==> config.mk <==
export PLATFORM = sky130hd
export DESIGN_NAME = prod_acc_4bit
export DESIGN_NICKNAME = d
export VERILOG_FILES = /design/src/rtl/prod_acc_4bit.sv
export SDC_FILE = /design/constraint.sdc
export NUM_CORES = 1
export LEC_CHECK = 0
export CAP_MARGIN = 20
export CORE_MARGIN = 2
export CORE_UTILIZATION = 55
export CTS_BUF_LIST = sky130_fd_sc_hd__clkbuf_4 sky130_fd_sc_hd__clkbuf_8
export DETAILED_ROUTE_END_ITERATION = 10
export PLACE_DENSITY = 0.85
export SYNTH_ARGS = -nofsm -noshare
export SYNTH_HDL_FRONTEND = slang
export SYNTH_SLANG_ARGS = --single-unit
==> constraint.sdc <==
create_clock -name clk -period 4.5 [get_ports clk]
set_clock_uncertainty 0.2 [all_clocks]
set_input_delay 0.9 -clock clk [delete_from_list [all_inputs] [get_ports clk]]
set_output_delay 0.9 -clock clk [all_outputs]
set_load 0.005 [all_outputs]
==> src/rtl/prod_acc_4bit.sv <==
// Sums N_ACC 8-bit products per result; result presented the cycle after the last beat, held until out_ready.
// Input stalls (in_ready=0) while a result is pending. Define PROD_ACC_SATURATE_EN to clamp instead of wrap.
module prod_acc_4bit #(
  parameter int N_ACC = 4,
  parameter int ACC_W = 12
) (
  input  logic             clk,
  input  logic             rst,
  input  logic             in_valid,
  input  logic [7:0]       prod,
  output logic             in_ready,
  input  logic             clr,
  output logic             out_valid,
  input  logic             out_ready,
  output logic [ACC_W-1:0] acc_out,
  output logic             ovf
);

  localparam int CW = $clog2(N_ACC + 1);

  typedef enum logic [1:0] {
    IDLE  = 2'd0,
    ACCUM = 2'd1,
    DONE  = 2'd2
  } state_t;

  state_t           state;
  state_t           state_nxt;
  logic [ACC_W-1:0] acc;
  logic [ACC_W-1:0] acc_nxt;
  logic [CW-1:0]    cnt;
  logic             ovf_q;
  logic [ACC_W:0]   sum;
  logic             in_fire;
  logic             out_fire;
  logic             last_beat;

  // Handshake-facing outputs are decoded from state only.
  assign in_ready  = (state != DONE);
  assign out_valid = (state == DONE);
  assign acc_out   = acc;
  assign ovf       = ovf_q;

  assign in_fire   = in_valid & in_ready;
  assign out_fire  = out_valid & out_ready;
  assign last_beat = (cnt == CW'(N_ACC - 1));
  assign sum       = {1'b0, acc} + {{(ACC_W - 7){1'b0}}, prod};

`ifdef PROD_ACC_SATURATE_EN
  // Once any carry has occurred the sum stays pinned at full scale.
  assign acc_nxt = (ovf_q || sum[ACC_W]) ? {ACC_W{1'b1}} : sum[ACC_W-1:0];
`else
  assign acc_nxt = sum[ACC_W-1:0];
`endif

  always_ff @(posedge clk) begin
    if (rst) begin
      state <= IDLE;
    end else begin
      state <= state_nxt;
    end
  end

  always_comb begin
    state_nxt = state;
    case (state)
      IDLE, ACCUM: begin
        if (in_fire) begin
          state_nxt = last_beat ? DONE : ACCUM;
        end
      end
      DONE: begin
        if (out_ready) begin
          state_nxt = IDLE;
        end
      end
      default: state_nxt = IDLE;
    endcase
    if (clr) begin
      state_nxt = IDLE;
    end
  end

  always_ff @(posedge clk) begin
    if (rst || clr || out_fire) begin
      acc   <= '0;
      cnt   <= '0;
      ovf_q <= 1'b0;
    end else if (in_fire) begin
      acc   <= acc_nxt;
      cnt   <= cnt + CW'(1);
      ovf_q <= ovf_q | sum[ACC_W];
    end
  end

endmodule

==> results by group <==
Power and ir drop
  • Gate power share: between 20 and 25%
  • Lkg Pwr: approximately 0.63 nW
  • Clk pwr share: between 30% and 40%
  • Seq pwr share: just under 50%
  • Sw Ratio: around 27%
  • Net switching power: approximately 0.000091 W
  • Worst VDD drop: approximately 170 µV
  • PwrDens: between 200 and 250 nW/µm²
  • Internal Power: around 0.00025 W

Clock tree
  • Clock Latency Late Sink: approximately 0.3 ns
  • Post-CTS Setup Repair Bufs: 0
  • Reg clk slew, reported paths: 0.11 ns
  • Post_cts resized: 0
  • CTS Buf Count: 3
  • Root buf cell: clkbuf_4
  • # hold bufs at CTS: 0
  • Htree depth: 1
  • CTS tree: yes
  • CTS Sinks: 18
  • Clock buffer depth: 2

Floorplanning
  • # IOs: 28
  • Rows: 16
  • Die Ht: 49.9 µm
  • Core Footprint: roughly 2000 µm²
  • Die Width: 49.9 µm
  • Die area: approximately 2500 µm²
  • Initial core utilization: approximately three fifths

Route
  • DR pass1 iterations: 4
  • # DRC: 0
  • Antenna Nets Post-Route: 0
  • Starting DRT DRC Count: 30
  • DR vias: between 1k and 1.5k
  • Wire length per cell: roughly 14 µm
  • Post-Route M1 WL: between 1000 and 1500 µm
  • WL final: around 2700 µm
  • Vias per cell: between 5 and 6
  • DR top layer: met4
  • DR WL met2: between 1000 and 1500 µm
  • DR WL met3: approximately 130 µm

Synth
  • Synth warnings: 0
  • Number of flops mapped to enable cells by yosys: 0
  • Post-synth ARST share: 0%
  • Count leader, synth: dfxtp_1
  • Yosys top cell area share: 31.1%
  • Synthesized area: 1160 µm²
  • Synth top area cells: dfxtp_1 31%, ha_1 11%, nand2_1 4.9%, a211oi_1 4.5%, a21oi_1 3.9%
  • Commonest register cell after synthesis: dfxtp_1
  • Most instantiated cells after synthesis: 18 x dfxtp_1, 15 x nand2_1, 10 x ha_1
  • Syn_area_per_cell: roughly 8.6 µm²
  • Synth Net Count: about 160
  • Post-synthesis cell type count: 40
  • Synth Instances: between 100 and 150
  • Seq/Total Area, Yosys: a little under a third
  • Synthesis-stage register bit count: 18
  • Area leader, netlist: dfxtp_1

GRT
  • Initial antenna violation count: 0
  • Global Route Usage Sum: around a quarter
  • Gr ovfl total: 0
  • Largest net degree at the start of global routing: 16
  • First-pass GRT wire length: about 4500 µm
  • Vias in the first global route: just under 1k

Final layout
  • Core Util, Final: between 70% and 80%
  • Layout cell share with drive strength beyond 1: 5.56%
  • Layout Nets: ~190
  • Filler cell count: ~150
  • Antenna diodes: 0
  • Layout area overhead: 27.1%

Timing
  • Final worst-path cycle share: about two thirds
  • Setup tns final: 0 ns
  • Final Hold Viols: 0
  • Endpoints failing setup: 0
  • Tmin final: roughly 2.9 ns
  • RSZ-0062 raised after global routing: false
  • Worst Max-Slew Pin Slew: about 0.90 ns
  • Relative slew slack: around 40%
  • Fmax: about 0.34 GHz
  • Pins over their slew limit: 0

Worst hold path
  • Hold Crit Class: reg2reg
  • Hold path start: state[1]

Placed design
  • Final HPWL DP: about 2100 µm
  • RePlAce Congestion: 0.875
  • PortBufs: 27

Critical path
  • Setup slack, reg-to-reg: approximately 2.2 ns
  • Critical R2R Launch: acc_out[0]
  • Startpoint Class: input pin
  • Crit path required time: about 4.5 ns
  • Crit. End Element: register
  • Worst Path Max Fanout: 4
  • CP Class: in2reg
  • Crit path launch: prod[0]
  • CP arrival: a little under 3 ns

Run
  • Max_cap viols: 0

Outcome
  • Outcome: finished, final reports clean
==> logic make-up after synthesis <==
| logic type | after synthesis | synth area share (%) |
|---|---|---|
| fa+ha+maj | 11 | 12.5 |
| xor+xnor | 2 | 1.51 |
| simple gates | 51 | 22.4 |
| buf+inv | 10 | 4.75 |
| mux | 4 | 3.46 |
| compound gates | 39 | 24.3 |
| flops | 18 | 31.1 |
==> critical path, stage by stage <==
cell,delay (ns)
clkdlybuf4s50_1,0.40
ha_1,0.24
fa_1,0.41
and3_1,0.23
o211a_1,0.24
or4_1,0.47
nand3_1,0.08
==> power by group through the flow <==
stage | Combinational [W] | Sequential (W) | Clock [W]
5_1_grt | 0.0000766 | 0.000168 | 0.000110
4_1_cts | 0.0000682 | 0.000167 | 0.000102
3_3_place_gp | 0.0000673 | 0.000171 | 0
2_1_floorplan | 0.0000422 | 0.000171 | 0
3_5_place_dp | 0.0000677 | 0.000171 | 0
6_report | 0.0000694 | 0.000167 | 0.000102
==> routing by layer <==
layer | global-route usage [%] | up-vias
met4 | 6.94 | 0
met5 | 0 | -
li1 | - | 560
met3 | 3.94 | 4
met2 | 37.3 | 28
met1 | 32.6 | 505
==> stage by stage <==
stage | instance area [µm²] | total power (W) | cells | setup WS [ns] | hold slack, ns
CTS | 1470 | 0.000338 | 188 | 1.56 | 0.261
finish | 1470 | 0.000339 | 189 | 1.56 | 0.261
detailed placement | 1430 | 0.000239 | 184 | 1.26 | 0.246
global placement | 1430 | 0.000238 | 184 | 1.30 | 0.231
floorplan | 1160 | 0.000213 | 135 | 1.78 | 0.223
global route | 1470 | 0.000355 | 189 | 1.46 | 0.284
==> flip-flops by register name, summed over array words and instances, names as in the netlist <==
| name | cells |
|---|---|
| acc_out | 12 |
| cnt | 3 |
| ovf | 1 |
| state | 2 |
==> cell type report <==
| cell class | count | area [µm²] | share of cell area, % |
|---|---|---|---|
| Timing Repair Buffer | 28 | 278 | 18.9 |
| Clock buffer | 4 | 36.3 | 2.46 |
| Sequential cell | 18 | 360 | 24.5 |
| Multi-Input combinational cell | 107 | 743 | 50.5 |
| Inverter | 5 | 21.3 | 1.44 |
| Tap cell | 27 | 33.8 | 2.29 |
==> cell usage in the layout (no fill, tap or decap), drive strengths merged <==
| master | instances |
|---|---|
| nand2 | 15 |
| clkbuf | 4 |
| o22a | 1 |
| o2111ai | 2 |
| nand3 | 7 |
| a211oi | 7 |
| ha | 10 |
| a31oi | 1 |
| o21ai | 3 |
| a31o | 1 |
| inv | 5 |
| a21boi | 1 |
| buf | 1 |
| a21oi | 9 |
| and3 | 4 |
| dfxtp | 18 |
| or4 | 3 |
| nand3b | 1 |
| a2bb2oi | 1 |
| or2 | 2 |
| or3 | 1 |
| nand2b | 5 |
| mux2i | 4 |
| o311a | 1 |
| nor2 | 7 |
| xnor2 | 2 |
| a21o | 4 |
| fa | 1 |
| a2111o | 1 |
| a211o | 4 |
| nor4 | 1 |
| o211a | 1 |
| o21a | 2 |
| nor3 | 2 |
| and2 | 1 |
| nand4 | 2 |
| clkdlybuf4s50 | 27 |
==> worst paths after layout <==
kind / end / cells past startpoint
hold / removal: state[0] / 1
setup / recovery: acc_out[6] / 7
setup reg to reg: acc_out[6] / 6
hold reg to reg: state[0] / 1
Note: power is estimated with default switching activity, not from simulation.
